## config.mk

```make
export PLATFORM = sky130hd
export DESIGN_NAME = pmem_arbiter_flat
export DESIGN_NICKNAME = d
export VERILOG_FILES = /design/src/rtl/pmem_arbiter_pkg.sv /design/src/rtl/pmem_arbiter_if.sv /design/src/rtl/pmem_arbiter.sv /design/src/flat_wrapper.sv
export SDC_FILE = /design/constraint.sdc
export NUM_CORES = 1
export LEC_CHECK = 0
export CAP_MARGIN = 20
export CORE_AREA = 2 2 640 642
export DETAILED_ROUTE_END_ITERATION = 8
export DIE_AREA = 0 0 642 644
export PLACE_DENSITY_LB_ADDON = 0.12
export SLEW_MARGIN = 20
export SYNTH_ARGS = -nofsm -noshare
export SYNTH_HDL_FRONTEND = slang
export SYNTH_SLANG_ARGS = --single-unit
```

## constraint.sdc

```tcl
create_clock -name clk -period 2.3 [get_ports clk]
set_input_delay 0.23 -clock clk [delete_from_list [all_inputs] [get_ports clk]]
set_output_delay 0.23 -clock clk [all_outputs]
set_load 0.02 [all_outputs]
```

## src/rtl/pmem_arbiter_pkg.sv

```systemverilog
// rtl/pmem_arbiter_pkg.sv - shared types for the physical-memory line port arbiter
package pmem_arb_pkg;

    localparam int PMEM_ADDR_W = 32;
    localparam int PMEM_LINE_W = 256;

    typedef enum logic [1:0] {
        IDLE    = 2'd0,
        GRANT_I = 2'd1,
        GRANT_D = 2'd2
    } pmem_arb_state_t;

    typedef enum logic {
        ICACHE = 1'b0,
        DCACHE = 1'b1
    } pmem_client_t;

endpackage

```

## src/rtl/pmem_arbiter_if.sv

```systemverilog
// rtl/pmem_arbiter_if.sv - one cache-line memory port; master issues requests, slave answers
interface pmem_arbiter_if #(
    parameter int ADDR_W = 32,
    parameter int LINE_W = 256
);
    logic              pmem_read;
    logic              pmem_write;
    logic [ADDR_W-1:0] pmem_address;
    logic [LINE_W-1:0] pmem_wdata;
    logic [LINE_W-1:0] pmem_rdata;
    logic              pmem_resp;

    modport master (
        output pmem_read, pmem_write, pmem_address, pmem_wdata,
        input  pmem_rdata, pmem_resp
    );

    modport slave (
        input  pmem_read, pmem_write, pmem_address, pmem_wdata,
        output pmem_rdata, pmem_resp
    );
endinterface

```

## src/rtl/pmem_arbiter.sv

```systemverilog
// rtl/pmem_arbiter.sv - round-robin I/D cache arbiter for the physical-memory line port
module pmem_arbiter
    import pmem_arb_pkg::*;
#(
    parameter int ADDR_W = 32,
    parameter int LINE_W = 256
) (
    input  logic           clk,
    input  logic           rst_n,
    pmem_arbiter_if.slave  i_bus,
    pmem_arbiter_if.slave  d_bus,
    pmem_arbiter_if.master mem_bus
);

    pmem_arb_state_t   state_q, state_d;
    pmem_client_t      rr_last_q, rr_last_d;
    logic              wb_lock_q, wb_lock_d;
    logic              rd_q, rd_d;
    logic              wr_q, wr_d;
    logic [ADDR_W-1:0] addr_q, addr_d;
    logic [LINE_W-1:0] wdata_q, wdata_d;

    logic i_req, d_req, pick_i, pick_d;

    // The I-cache never writes back; its write-side inputs are intentionally ignored.
    logic unused_i_write;
    assign unused_i_write = ^{i_bus.pmem_write, i_bus.pmem_wdata};

    assign i_req = i_bus.pmem_read;
    assign d_req = d_bus.pmem_read | d_bus.pmem_write;

    // Next-state: choose a winner in IDLE, hold the grant until memory answers.
    always_comb begin
        state_d   = state_q;
        rr_last_d = rr_last_q;
        wb_lock_d = wb_lock_q;
        rd_d      = rd_q;
        wr_d      = wr_q;
        addr_d    = addr_q;
        wdata_d   = wdata_q;
        pick_i    = 1'b0;
        pick_d    = 1'b0;
        case (state_q)
            IDLE: begin
                // A pending write-back lock lets the D-cache fill follow its eviction unbroken.
                if (wb_lock_q && d_req)    pick_d = 1'b1;
                else if (d_req && !i_req)  pick_d = 1'b1;
                else if (i_req && !d_req)  pick_i = 1'b1;
                else if (i_req && d_req) begin
                    if (rr_last_q == ICACHE) pick_d = 1'b1;
                    else                     pick_i = 1'b1;
                end

                if (pick_d) begin
                    state_d   = GRANT_D;
                    rr_last_d = DCACHE;
                    wb_lock_d = 1'b0;
                    addr_d    = d_bus.pmem_address;
                    wdata_d   = d_bus.pmem_wdata;
                    wr_d      = d_bus.pmem_write;
                    rd_d      = ~d_bus.pmem_write;
                end else if (pick_i) begin
                    state_d   = GRANT_I;
                    rr_last_d = ICACHE;
                    wb_lock_d = 1'b0;
                    addr_d    = i_bus.pmem_address;
                    wr_d      = 1'b0;
                    rd_d      = 1'b1;
                end else if (!d_req) begin
                    wb_lock_d = 1'b0;
                end
            end
            GRANT_I, GRANT_D: begin
                if (mem_bus.pmem_resp) begin
                    state_d = IDLE;
                    rd_d    = 1'b0;
                    wr_d    = 1'b0;
                    if (state_q == GRANT_D && wr_q) wb_lock_d = 1'b1;
                end
            end
            default: state_d = IDLE;
        endcase
    end

    // State and registered memory-side request, cleared asynchronously on reset.
    always_ff @(posedge clk or negedge rst_n) begin
        if (!rst_n) begin
            state_q   <= IDLE;
            rr_last_q <= ICACHE;
            wb_lock_q <= 1'b0;
            rd_q      <= 1'b0;
            wr_q      <= 1'b0;
            addr_q    <= '0;
            wdata_q   <= '0;
        end else begin
            state_q   <= state_d;
            rr_last_q <= rr_last_d;
            wb_lock_q <= wb_lock_d;
            rd_q      <= rd_d;
            wr_q      <= wr_d;
            addr_q    <= addr_d;
            wdata_q   <= wdata_d;
        end
    end

    assign mem_bus.pmem_read    = rd_q;
    assign mem_bus.pmem_write   = wr_q;
    assign mem_bus.pmem_address = addr_q;
    assign mem_bus.pmem_wdata   = wdata_q;

    // Route memory's completion to the granted client only; line data is shared.
    always_comb begin
        i_bus.pmem_resp  = (state_q == GRANT_I) && mem_bus.pmem_resp;
        d_bus.pmem_resp  = (state_q == GRANT_D) && mem_bus.pmem_resp;
        i_bus.pmem_rdata = mem_bus.pmem_rdata;
        d_bus.pmem_rdata = mem_bus.pmem_rdata;
    end

endmodule

```

## src/flat_wrapper.sv

```systemverilog
// flat-port wrapper written by rule: the top's interface ports become plain ports
module pmem_arbiter_flat import pmem_arb_pkg::*;
#(
    parameter int ADDR_W = 32,
    parameter int LINE_W = 256
)
  (clk, rst_n, i_bus_pmem_read, i_bus_pmem_write, i_bus_pmem_address, i_bus_pmem_wdata, i_bus_pmem_rdata, i_bus_pmem_resp, d_bus_pmem_read, d_bus_pmem_write, d_bus_pmem_address, d_bus_pmem_wdata, d_bus_pmem_rdata, d_bus_pmem_resp, mem_bus_pmem_read, mem_bus_pmem_write, mem_bus_pmem_address, mem_bus_pmem_wdata, mem_bus_pmem_rdata, mem_bus_pmem_resp);
  pmem_arbiter_if #(.ADDR_W(ADDR_W), .LINE_W(LINE_W)) i_bus_i ();
  pmem_arbiter_if #(.ADDR_W(ADDR_W), .LINE_W(LINE_W)) d_bus_i ();
  pmem_arbiter_if #(.ADDR_W(ADDR_W), .LINE_W(LINE_W)) mem_bus_i ();
  input  logic clk;
  input  logic rst_n;
  input wire logic [$bits(i_bus_i.pmem_read)-1:0] i_bus_pmem_read;
  input wire logic [$bits(i_bus_i.pmem_write)-1:0] i_bus_pmem_write;
  input wire logic [$bits(i_bus_i.pmem_address)-1:0] i_bus_pmem_address;
  input wire logic [$bits(i_bus_i.pmem_wdata)-1:0] i_bus_pmem_wdata;
  output wire logic [$bits(i_bus_i.pmem_rdata)-1:0] i_bus_pmem_rdata;
  output wire logic [$bits(i_bus_i.pmem_resp)-1:0] i_bus_pmem_resp;
  input wire logic [$bits(d_bus_i.pmem_read)-1:0] d_bus_pmem_read;
  input wire logic [$bits(d_bus_i.pmem_write)-1:0] d_bus_pmem_write;
  input wire logic [$bits(d_bus_i.pmem_address)-1:0] d_bus_pmem_address;
  input wire logic [$bits(d_bus_i.pmem_wdata)-1:0] d_bus_pmem_wdata;
  output wire logic [$bits(d_bus_i.pmem_rdata)-1:0] d_bus_pmem_rdata;
  output wire logic [$bits(d_bus_i.pmem_resp)-1:0] d_bus_pmem_resp;
  output wire logic [$bits(mem_bus_i.pmem_read)-1:0] mem_bus_pmem_read;
  output wire logic [$bits(mem_bus_i.pmem_write)-1:0] mem_bus_pmem_write;
  output wire logic [$bits(mem_bus_i.pmem_address)-1:0] mem_bus_pmem_address;
  output wire logic [$bits(mem_bus_i.pmem_wdata)-1:0] mem_bus_pmem_wdata;
  input wire logic [$bits(mem_bus_i.pmem_rdata)-1:0] mem_bus_pmem_rdata;
  input wire logic [$bits(mem_bus_i.pmem_resp)-1:0] mem_bus_pmem_resp;
  assign i_bus_i.pmem_read = i_bus_pmem_read;
  assign i_bus_i.pmem_write = i_bus_pmem_write;
  assign i_bus_i.pmem_address = i_bus_pmem_address;
  assign i_bus_i.pmem_wdata = i_bus_pmem_wdata;
  assign i_bus_pmem_rdata = i_bus_i.pmem_rdata;
  assign i_bus_pmem_resp = i_bus_i.pmem_resp;
  assign d_bus_i.pmem_read = d_bus_pmem_read;
  assign d_bus_i.pmem_write = d_bus_pmem_write;
  assign d_bus_i.pmem_address = d_bus_pmem_address;
  assign d_bus_i.pmem_wdata = d_bus_pmem_wdata;
  assign d_bus_pmem_rdata = d_bus_i.pmem_rdata;
  assign d_bus_pmem_resp = d_bus_i.pmem_resp;
  assign mem_bus_pmem_read = mem_bus_i.pmem_read;
  assign mem_bus_pmem_write = mem_bus_i.pmem_write;
  assign mem_bus_pmem_address = mem_bus_i.pmem_address;
  assign mem_bus_pmem_wdata = mem_bus_i.pmem_wdata;
  assign mem_bus_i.pmem_rdata = mem_bus_pmem_rdata;
  assign mem_bus_i.pmem_resp = mem_bus_pmem_resp;
  pmem_arbiter #(.ADDR_W(ADDR_W), .LINE_W(LINE_W)) u_core (.clk(clk), .rst_n(rst_n), .i_bus(i_bus_i), .d_bus(d_bus_i), .mem_bus(mem_bus_i));
endmodule
```

# --- Word level (Yosys, flattened, before mapping) ---
# Cells that the tools add are included.
# W data, S select, Z words.
totals:
  wordCells: 65
  out_inout_bits: 804
  ff_bits: 294
  inputBits: 839
classes:
  eq_ne: 6
  mux: 32
  bitwise_logic: 2
  n_reduce_logical: 18
ops:
  columns: ["op", "count"]
  rows:
  - ["$mux W32", 2]
  - ["$mux W1", 23]
  - ["$logic_and A1 B1 Y1", 7]
  - ["$mux W2", 3]
  - ["$pmux W1 S2", 3]
  - ["$reduce_and A2 Y1", 3]
  - ["$ne A4 B4 Y1 const B", 1]
  - ["$pmux W2 S2", 1]
  - ["$reduce_and A4 Y1", 1]
  - ["$reduce_bool A2 Y1", 2]
  - ["$ne A3 B1 Y1 const B", 1]
  - ["$reduce_and A3 Y1", 1]
  - ["$eq A2 B1 Y1 const B", 1]
  - ["$eq A2 B2 Y1 const B", 1]
  - ["$logic_not A1 Y1", 2]
  - ["$logic_not A2 Y1", 1]
  - ["$ne A2 B1 Y1 const B", 1]
  - ["$ne A2 B2 Y1 const B", 1]
  - ["$reduce_or A2 Y1", 1]
  - ["$not A1 Y1", 1]
  - ["$or A1 B1 Y1", 1]

# --- Depth between registers and ports, before layout ---
# Gate-level depths: netlist of run 1.
logic_depth:
  ltp_word: 10
  depth_mapped: 7
  mapped_depth_nobuf: 5

# --- Worst setup path after synthesis of run 1 ---
# OpenSTA, ideal clock, no wires.
synth_path:
  path_type: "register -> register"
  startpoint: "reg u_core.wb_lock_q"
  endpoint: "reg u_core.wdata_q[0], in the netlist u_core.mem_bus.pmem_wdata[0]"
  synth_period_minus_slack_ns: 1.706
  t_required_ns: 2.175
  stages_incl_launch_ff: 7
  t_arrival_ns: 1.581
  path_buffers: 3
  setup_ns: 0.125
  slack_ns: 0.594
  cell_sequence: "dfrtp_1 nand3b_1 and3_1 buf_6 buf_6 buf_6 mux2_4"
synth_via:
  elab_chain_cells: 4
synth_lines:
  columns: ["element", "line", "rtl"]
  rows:
  - ["start: declaration", "pmem_arbiter.sv:17", "logic wb_lock_q, wb_lock_d;"]
  - ["start signal: assignment", "pmem_arbiter.sv:98", "wb_lock_q <= wb_lock_d;"]
  - ["$logic_and A1 B1 Y1", "pmem_arbiter.sv:46", "if (wb_lock_q && d_req) pick_d = 1'b1;"]
  - ["$mux W1", "pmem_arbiter.sv:46", null]
  - ["$mux W1", "pmem_arbiter.sv:43", "case (state_q)"]
  - ["$reduce_and A2 Y1 (no line)", null, null]
  - ["end signal: assignment", "pmem_arbiter.sv:102", "wdata_q <= wdata_d;"]
  - ["end: declaration", "pmem_arbiter.sv:21", "logic [LINE_W-1:0] wdata_q, wdata_d;"]
# No other way between the ends. The select of a mux whose other input is x is not followed.
# A chain may end at the register's enable or synchronous reset.

# --- Worst setup path in the final report of run 1 ---
layout_path:
  startpoint: "reg u_core.state_q[1]"
  endpoint: "reg u_core.wdata_q[11], in the netlist u_core.mem_bus.pmem_wdata[11]"
layout_via:
  elab_chain_cells: 2
layout_lines:
  columns: ["element", "line", "rtl"]
  rows:
  - ["start: declaration", "pmem_arbiter.sv:15", "pmem_arb_state_t state_q, state_d;"]
  - ["start signal: assignment", "pmem_arbiter.sv:96", "state_q <= state_d;"]
  - ["$logic_not A2 Y1", "pmem_arbiter.sv:43", null]
  - ["$reduce_and A2 Y1 (no line)", null, null]
# No other way between the ends.

==> results of run 1 <==
[cell usage after synthesis, types with 2 or more instances]
library cell / instances / area [um2]
buf_4: 512 / 3840
dfrtp_1: 294 / 7360
mux2_4: 240 / 3600
o21ai_0: 34 / 170
nand3_1: 33 / 165
nor2_1: 33 / 124
a31oi_1: 32 / 200
buf_6: 29 / 327
mux2_2: 18 / 203
clkbuf_1: 16 / 60.1
inv_1: 5 / 18.8
ha_1: 4 / 50.1
nand2b_1: 4 / 25.0
buf_1: 3 / 11.3
a41oi_1: 2 / 17.5
and2_1: 2 / 12.5
and3_1: 2 / 12.5
[how the worst max path moves through the flow]
| stage | end | from | slack (ps) | depth (start not counted) |
|---|---|---|---|---|
| 2_1_floorplan | u_core.mem_bus.pmem_wdata[0] | u_core.wb_lock_q | 590 | 6 |
| 3_3_place_gp | u_core.mem_bus.pmem_wdata[11] | d_bus_pmem_read | -60 | 6 |
| 3_5_place_dp | u_core.mem_bus.pmem_wdata[11] | d_bus_pmem_read | -40 | 6 |
| 4_1_cts | u_core.mem_bus.pmem_wdata[11] | u_core.state_q[1] | 70 | 6 |
| 5_1_grt | u_core.mem_bus.pmem_wdata[11] | u_core.state_q[0] | 30 | 6 |
| 6_report | u_core.mem_bus.pmem_wdata[11] | u_core.state_q[1] | 140 | 6 |
[layer usage]
layer / global-route usage (%) / share of wire (%) / vias up
met5: 0.312 / 0.13 / -
met4: 4.54 / 7.6 / 8
met3: 4.50 / 14 / 424
met2: 12.8 / 52 / 901
met1: 5.24 / 26 / 4868
li1: - / - / 4041
[flip-flops by register name, summed over array words and instances (netlist names)]
register                     flops
u_core.rr_last_q                 1
u_core.state_q                   2
u_core.mem_bus.pmem_read         1
u_core.mem_bus.pmem_address     32
u_core.wb_lock_q                 1
u_core.mem_bus.pmem_write        1
u_core.mem_bus.pmem_wdata      256
[power by group through the flow]
| stage | clock network, mW | logic [mW] | registers [mW] |
|---|---|---|---|
| after global routing | 8.45 | 21.7 | 10.0 |
| after global placement | 0 | 21.6 | 9.73 |
| after detailed placement | 0 | 21.3 | 9.76 |
| final | 7.79 | 20.4 | 9.63 |
| after floorplan | 0 | 8.76 | 12.6 |
| after CTS | 8.43 | 21.4 | 9.70 |
[critical path: cells and delay by family, from the launching register on]
family	cells	cell delay, ps
adders and majority gates	1	200
buffers and inverters	3	710
and+or+nand+nor	1	250
DFF	1	400
muxes	1	330
[cells by family (layout without fill, tap and decap cells)]
kind of cell | Yosys count | after routing | share of synthesized area, %
buffers and inverters | 566 | 747 | 26.2
flip-flops | 294 | 294 | 45.2
multiplexers | 259 | 259 | 23.4
AND/OR/NAND/NOR | 78 | 78 | 2.24
AO/OA/AOI/OAI | 72 | 72 | 2.59
adder cells (fa/ha/maj) | 4 | 4 | 0.308
other | 0 | 5 | 0
[per-stage QoR]
step	TNS [ps]	cells	utilization [%]	power, mW
after detailed placement	-617	6820	6.25	31.1
after floorplan	0	1273	-	21.3
final	0	6910	6.64	37.8
after global routing	0	6905	6.64	40.2
after global placement	-1540	6820	6.25	31.3
after CTS	0	6905	6.64	39.5
[layout by cell type (no fill, tap or decap), drive strengths merged]
cell,netlist,final
a21oi,1,1
a31oi,32,32
a32o,1,1
a41oi,2,2
and2,2,2
and3,2,2
and3b,1,1
buf,545,58
bufinv,0,3
clkbuf,16,71
clkdlybuf4s15,0,2
clkdlybuf4s50,0,597
clkinv,0,9
dfrtp,294,294
diode,0,5
dlygate4sd3,0,1
ha,4,4
inv,5,6
mux2,258,258
mux2i,1,1
nand2,1,1
nand2b,4,4
nand3,33,33
nand3b,1,1
nor2,33,33
o211a,1,1
o21ai,34,34
o31a,1,1
or2,1,1
[timing repair]
action	in CTS	in global routing
hold buffers	1	0
endpoints found under the setup margin	2	0
endpoints found under the hold margin	43	0
resized for setup	6	0
[cell type report]
class	count	area (um2)	share of cell area [%]
Antenna cell	5	12.5	0.0462
Clock buffer	71	1420	5.24
Clock inverter	13	170	0.628
Inverter	5	18.8	0.0693
Multi-Input combinational cell	413	4670	17.2
Sequential cell	294	7360	27.2
Tap cell	5451	6820	25.2
Timing Repair Buffer	658	6610	24.4
==> flow_summary.toml, run 1 <==
[run_status]
status = "finished, final reports clean"

[sta]
worst_pin_slew_ps = 678
clock_skew_ps = 46.8
hold_ws_ps = 135
min_period_over_period_pct = 93.9
final-hold-violation-count = 0
period_needed_ps = 2160
finalSetupViolCount = 0
maxSlewHeadroom_pct = 54.8
rsz0062_at_grt = "false"
clock.fmax_mhz = 463
setup_slack_ps = 141
slew_viol_final = 0

[layout]
fillers = 47700
final_nets = 2262
areaGrowthSynthToFinish_pct = 66.4
drive_gt1_share_pct = 27.3
fin_area_um2 = 27100

[detailed_routing]
vias = 10200
post-route-drc-count = 0
wl_per_cell_um = 21.6
drtPass1Iterations = 4
routed_wl_um = 149000
drt-initial-drc-count = 352
drtAntennaViolNets = 0
viasPerCell = 1.48

[global_routing]
grt_pass1_wl_um = 178000
grt_util_all_layers_pct = 6.97
antenna_found_initial = 54
grt-ovfl-total = 0
grt_pass1_vias = 11100
grt_max_degree = 64

[synthesis]
async_reset_ff_share_pct = 100
ys.flop_type = "dfrtp_1"
ys_seq_area_share_pct = 45.2
synth-edff-count = 0
synth_nets = 2116
ys_types = 27
yosys_warnings = 0
syn_avg_cell_area_um2 = 12.8
ys_ff_latch = 294
synth_area_um2 = 16300
synthCells = 1273

[power_and_ir_drop]
powerDensity_nw_per_um2 = 1400
ir_drop_mv = 0.646
p_clk_share_pct = 20.6
power_frac_seq_pct = 25.4
switching_power_mw = 15.3
swShare_pct = 40.4
p_int_mw = 22.5
p_comb_share_pct = 54.0
leakage_nw = 9.14

[clock_tree]
cts_buffer_depth = 3
htreeDepth = 2
cts_setup_buffers = 0
cts_tree = "built"
cts.sinks = 294
clkSlewWorstSetupHoldPaths_ps = 80
cts_root_buf = "clkbuf_16"
clk_latency_ps = 650
cts_buffers = 47

[critical_path]
ff2ff_path_depth = 6
crit_type = "reg2reg"
rr_endpoint = "u_core.mem_bus.pmem_wdata[11]"
reg2reg_from = "u_core.state_q[1]"
arrival_ps = 2680
worstPathRequired_ps = 2820
rrSetupSlack_ps = 140
endpoint_kind = "flop"
critPathMaxFanout = 16
max_stage_delay_ps = 400
crit_chain = "inv_1 > ha_1 > and3_4 > buf_12 > buf_4 > mux2_4"
crit_path_start_kind = "flop"
cp_slowest_cell = "dfrtp_1"

[min_path]
hold_start = "d_bus_pmem_address[14]"
hold_path_class = "in2reg"
min_delay_path_depth = 3
whs_endpoint = "u_core.mem_bus.pmem_address[14]"

[placement]
port_buffers = 617
hpwl_um = 128000
dp_slack_ps = -44.2
place_congestion = 0.676
placed_cell_area_um2 = 25500

[die]
rows = 235
die_w_um = 642
io_pins = 1643
die_h_um = 644
coreArea_um2 = 408000
die_area_um2 = 413000
initial_core_util_pct = 3.99

[run]
max_cap_violations = 0
(Power assumes the default switching activity.)
==> run 2, diff against run 1 <==
--- a/config.mk
+++ b/config.mk
@@ -6,9 +6,9 @@
 export NUM_CORES = 1
 export LEC_CHECK = 0
 export CAP_MARGIN = 20
-export CORE_AREA = 2 2 640 642
+export CORE_AREA = 2 2 638 640
 export DETAILED_ROUTE_END_ITERATION = 8
-export DIE_AREA = 0 0 642 644
+export DIE_AREA = 0 0 640 642
 export PLACE_DENSITY_LB_ADDON = 0.12
 export SLEW_MARGIN = 20
 export SYNTH_ARGS = -nofsm -noshare
==> constraint.sdc (replaced) <==
create_clock -name clk -period 2.5 [get_ports clk]
set_input_delay 0.25 -clock clk [delete_from_list [all_inputs] [get_ports clk]]
set_output_delay 0.25 -clock clk [all_outputs]
set_load 0.02 [all_outputs]
==> run 2 against run 1 <==
Net effect: critical path depth stayed put; hold slack worse by 18 ps; die area is 0.62% lower; critical path type unchanged; largest power group unchanged; highest routed layer unchanged.
==> flow_summary.toml, run 2 (synthesized netlist as in run 1, its figures left out) <==
[placement]
hpwl_um = 129000
dp_slack_ps = -23.5
port_buffers = 617
place_congestion = 0.684
placed_cell_area_um2 = 25400

[clock_tree]
cts_tree = "built"
cts_setup_buffers = 0
cts_buffer_depth = 3
cts.sinks = 294
cts_buffers = 46
cts_resized = 0
clkSlewWorstSetupHoldPaths_ps = 70
clk_latency_ps = 640
htreeDepth = 2
cts_root_buf = "clkbuf_16"

[die]
io_pins = 1643
coreArea_um2 = 404000
initial_core_util_pct = 4.03
rows = 234
die_h_um = 642
die_area_um2 = 411000
die_w_um = 640

[sta]
rsz0062_at_grt = "false"
tns_ps = 0
maxSlewHeadroom_pct = 55.7
final-hold-violation-count = 0
min_period_over_period_pct = 90.9
clock_skew_ps = 28.5
clock.fmax_mhz = 440
period_needed_ps = 2270
worst_pin_slew_ps = 662
finalSetupViolCount = 0
slew_viol_final = 0
setup_slack_ps = 228

[detailed_routing]
viasPerCell = 1.46
post-route-drc-count = 0
vias = 10000
wl_per_cell_um = 21.7
drtAntennaViolNets = 0
routed_wl_um = 150000
drtPass1Iterations = 4
drt-initial-drc-count = 404

[layout]
layout_commonest_cell = "clkdlybuf4s50_1"
fillers = 47100
drive_gt1_share_pct = 28.0
largest_register_ffs = 256
seqCellArea_um2 = 7360
final_nets = 2257
fin_area_um2 = 26900
multi_input_area_um2 = 4660
most-common-layout-cells = "584 x clkdlybuf4s50_1, 294 x dfrtp_1, 240 x mux2_4"
final_util_pct = 6.66
areaGrowthSynthToFinish_pct = 65.5

[critical_path]
critPathMaxFanout = 20
rrSetupSlack_ps = 230
cp_slowest_cell = "and3_4"
reg2reg_from = "u_core.state_q[1]"
crit_type = "reg2reg"
ff2ff_path_depth = 6
rr_endpoint = "u_core.mem_bus.pmem_wdata[227]"
critPathLaunch = "u_core.state_q[1]"
crit_path_start_kind = "flop"
crit_end = "u_core.mem_bus.pmem_wdata[227]"
worstPathRequired_ps = 3030
endpoint_kind = "flop"
path_common_cell = "buf_12"
crit_chain = "inv_1 > ha_1 > and3_4 > buf_12 > buf_12 > mux2_2"
max_stage_delay_ps = 490
arrival_ps = 2800

[global_routing]
grt-ovfl-total = 0
grt_max_degree = 60
antenna_found_initial = 52
grt_pass1_wl_um = 177000
grt_util_all_layers_pct = 7.05
grt_pass1_vias = 11000

[power_and_ir_drop]
p_total_mw = 34.8
powerDensity_nw_per_um2 = 1290
ir_drop_mv = 0.487
leakage_nw = 9.11

[min_path]
hold_path_class = "in2async"

[run_status]
status = "finished, final reports clean"

[run]
max_cap_violations = 0
-- run 2: cell count changes in the layout (fill, tap and decap cells not counted), moves of 3 or more --
cell,change
buf_12,+3
buf_4,+8
clkdlybuf4s50_1,-13
clkinv_2,+6
clkinv_4,-4
diode_2,+5
-- run 2: final cells by class --
cell class              count  share of cell area, %
flip-flops and latches    294                   27.3
diodes                     10                 0.0929
well taps                5428                   25.2
multi-input cells         413                   17.3
repair buffers            654                   24.4
inverters                   5                 0.0697
clock buffers              67                   5.09
clock inverters            15                  0.465
-- run 2: what timing repair did --
action | 4_1_cts | 5_1_grt
setup endpoints to repair | 0 | 0
hold buffers | 1 | 0
hold endpoints to repair | 105 | 0
-- run 2: how the worst min path moves through the flow --
stage	start	to	cells after the start
detailed placement	rst_n	u_core.mem_bus.pmem_wdata[164]	1
global placement	rst_n	u_core.mem_bus.pmem_wdata[164]	1
global route	rst_n	u_core.mem_bus.pmem_wdata[164]	2
finish	rst_n	u_core.mem_bus.pmem_wdata[164]	2
floorplan	rst_n	u_core.mem_bus.pmem_address[0]	0
CTS	d_bus_pmem_address[10]	u_core.mem_bus.pmem_address[10]	3
-- run 2: critical path, delay by kind of cell, from the launching register on --
kind          cells  cell delay, ps
simple gates      1             490
buf+inv           3             600
fa+ha+maj         1             250
flops             1             400
mux               1             360
-- run 2: power breakdown --
part	internal [mW]	switching, mW
clock	3.90	2.93
combinational	9.26	9.75
sequential	7.27	1.67
-- run 2: through the flow --
stage	hold WS, ps	instances
2_1_floorplan	-45.6	1273
3_3_place_gp	218	6793
3_5_place_dp	237	6793
4_1_cts	76.9	6876
5_1_grt	112	6876
6_report	117	6886
-- run 2: routing by layer --
metal	GRT usage [%]	up-vias	share of wire [%]
li1	-	4033	-
met1	4.86	4670	24
met2	13.2	897	52
met3	4.75	429	15
met4	4.81	18	8.0
met5	0.760	-	0.37
==> run 3, diff against run 2 <==
--- a/config.mk
+++ b/config.mk
@@ -9,6 +9,7 @@
 export CORE_AREA = 2 2 638 640
 export DETAILED_ROUTE_END_ITERATION = 8
 export DIE_AREA = 0 0 640 642
+export GPL_ROUTABILITY_DRIVEN = 0
 export PLACE_DENSITY_LB_ADDON = 0.12
 export SLEW_MARGIN = 20
 export SYNTH_ARGS = -nofsm -noshare
==> results of run 3 <==
Same layout as run 2: the final DEF is identical, and so are final timing and power.
==> variant (config.mk and constraints of run 1) <==
`LINE_W` is set to 256 in 3 places; all go to 264.
--- a/src/rtl/pmem_arbiter_if.sv
+++ b/src/rtl/pmem_arbiter_if.sv
@@ -2,5 +2,5 @@
 interface pmem_arbiter_if #(
     parameter int ADDR_W = 32,
-    parameter int LINE_W = 256
+    parameter int LINE_W = 264
 );
     logic              pmem_read;
--- a/src/rtl/pmem_arbiter.sv
+++ b/src/rtl/pmem_arbiter.sv
@@ -4,5 +4,5 @@
 #(
     parameter int ADDR_W = 32,
-    parameter int LINE_W = 256
+    parameter int LINE_W = 264
 ) (
     input  logic           clk,
--- a/src/flat_wrapper.sv
+++ b/src/flat_wrapper.sv
@@ -3,5 +3,5 @@
 #(
     parameter int ADDR_W = 32,
-    parameter int LINE_W = 256
+    parameter int LINE_W = 264
 )
   (clk, rst_n, i_bus_pmem_read, i_bus_pmem_write, i_bus_pmem_address, i_bus_pmem_wdata, i_bus_pmem_rdata, i_bus_pmem_resp, d_bus_pmem_read, d_bus_pmem_write, d_bus_pmem_address, d_bus_pmem_wdata, d_bus_pmem_rdata, d_bus_pmem_resp, mem_bus_pmem_read, mem_bus_pmem_write, mem_bus_pmem_address, mem_bus_pmem_wdata, mem_bus_pmem_rdata, mem_bus_pmem_resp);
Ports: changed (6 resized); port bits go from 1643 to 1691. The function was not compared with the original's and may differ.
==> variant against run 1 <==
- clock power is 2.6% higher
- sequential cell count rose by 8
- area after synthesis increased by 3.1%
- wire length rose by 6.0%
- total power grew 3.7%
- global-route usage rose by 0.42 points
- clock skew decreased by 17 ps
- core utilization increased by 0.18 points
- register-to-register slack better by 99 ps
- worst setup slack worse by 8.5 ps
- cell area is 2.7% higher
- synthesized cell count rose by 2.6%
- critical path type is now register to output port
==> variant: results <==
{
  "result_of_the_run": "finished, final reports clean",
  "post_route_cells_drive_above_1_share_pct": 27.2,
  "cts_made_buffers": 50,
  "total_leakage_power_uw": 0.00950,
  "p_switching_uw": 15900,
  "hpwl_mm": 137,
  "fill_cells": 47700,
  "min-delay-path-class": "input port to async pin",
  "worstPathMaxFanout": 3,
  "synth_cell_type_count": 28,
  "post_drt_wl_per_cell_um": 22.7,
  "headroom_to_the_max_slew_limit_pct": 54.2,
  "clock_path_buffers": 3,
  "largest_register_ffs": 264,
  "worst-r2r-setup-slack_ps": 240,
  "first_global_vias": 11100,
  "p_sw_share_pct": 40.5,
  "final_net_count": 2333,
  "syn_nets": 2173,
  "first_pass_grt_wire_length_mm": 188,
  "synth.yosys.warnings": 0,
  "gp_congestion": 0.673,
  "combinational_power_uw": 21200,
  "first_iter_violations": 500,
  "grt_antenna_before_repair": 55,
  "post_synth_most_frequent_cells": "528 x sky130_fd_sc_hd__buf_4, 302 x sky130_fd_sc_hd__dfrtp_1, 260 x sky130_fd_sc_hd__mux2_4",
  "powerClk_uw": 7990,
  "clkTransAtPathRegs_ps": 60,
  "track_usage_pct": 7.38,
  "yosysSeqAreaShare_pct": 45.1,
  "cts-htree-levels": 2,
  "vdd.ir_drop.worst_uv": 533,
  "timing.critical_path.arrival_ps": 1940,
  "cts_setup_buffers": 0,
  "cts-root-buf": "sky130_fd_sc_hd__clkbuf_16",
  "postPlaceCellArea_mm2": 0.0262,
  "post_synth_main_area_contributors": "sky130_fd_sc_hd__dfrtp_1 45%, sky130_fd_sc_hd__buf_4 24%, sky130_fd_sc_hd__mux2_4 23%",
  "setup_skew_ps": 30.2,
  "worstSetupStartpoint": "u_core.state_q[1]",
  "r2r_start": "u_core.state_q[0]",
  "route.detailed.vias_per_inst": 1.50,
  "maximum_number_of_pins_on_one_net_before_global_route_repair": 43,
  "port-buffer-count": 633,
  "first_pass_iters": 4
}
[variant: cell count changes after synthesis, moves of 3 or more]
cell and change:
sky130_fd_sc_hd__mux2_2 -18, sky130_fd_sc_hd__dfrtp_1 +8, sky130_fd_sc_hd__o21ai_1 +3, sky130_fd_sc_hd__mux2_1 +6
sky130_fd_sc_hd__mux2_4 +20, sky130_fd_sc_hd__o21ai_0 -3, sky130_fd_sc_hd__buf_4 +16
[variant: cell families after synthesis]
logic type	count (synthesis)	synth area share [%]
buffers and inverters	583	26.2
AOI/OAI and AO/OA	72	2.51
adders and majority gates	4	0.298
muxes	267	23.7
and+or+nand+nor	78	2.18
DFF	302	45.1
[variant: per-layer routing]
| metal | GRT usage (%) | routed length [um] |
|---|---|---|
| met1 | 5.69 | 42700 |
| met3 | 4.93 | 22900 |
| met5 | 0.370 | 240 |
| met2 | 13.2 | 79200 |
| met4 | 5.03 | 12900 |
[variant: path summary, 6_finish.rpt]
kind	to	depth (start not counted)
setup reg to reg	u_core.mem_bus.pmem_wdata[224]	5
setup / recovery	i_bus_pmem_resp	4
hold reg to reg	u_core.mem_bus.pmem_wdata[223]	1
max in group asynchronous	u_core.mem_bus.pmem_wdata[120]	3
hold / removal	u_core.mem_bus.pmem_read	2
min in group clk	u_core.mem_bus.pmem_address[0]	3
[variant: repair_timing]
item,in CTS,in global routing
gates resized for setup,5,0
hold buffers,1,0
endpoints found under the hold margin,170,0
setup endpoints to repair,2,0
[variant: worst max-delay path, stage by stage (launching register included)]
cell	delay, ps
sky130_fd_sc_hd__dfrtp_1	390
sky130_fd_sc_hd__inv_1	100
sky130_fd_sc_hd__ha_1	210
sky130_fd_sc_hd__and2_1	150
sky130_fd_sc_hd__clkdlybuf4s15_1	420
[variant: area by class of cell]
| type | instances | area (um^2) | area share, % |
|---|---|---|---|
| repair buffers | 686 | 6930 | 24.9 |
| flip-flops and latches | 302 | 7560 | 27.2 |
| inverters | 5 | 18.8 | 0.0675 |
| clock inverters | 15 | 178 | 0.639 |
| multi-input cells | 421 | 4830 | 17.4 |
| diodes | 6 | 15.0 | 0.0540 |
| well taps | 5451 | 6820 | 24.5 |
| clock buffers | 72 | 1440 | 5.19 |
[variant: through the flow]
step | setup TNS, ps | cells | setup slack (ps) | hold slack, ps | utilization [%]
finish | 0 | 6958 | 133 | 134 | 6.82
global route | 0 | 6953 | 23.5 | 85.8 | 6.82
CTS | 0 | 6952 | 5.54 | 40.9 | 6.82
detailed placement | -1.50 | 6864 | -1.50 | 237 | 6.42
global placement | 0 | 6864 | 16.7 | 243 | 6.42
floorplan | 0 | 1306 | 588 | -65.6 | -
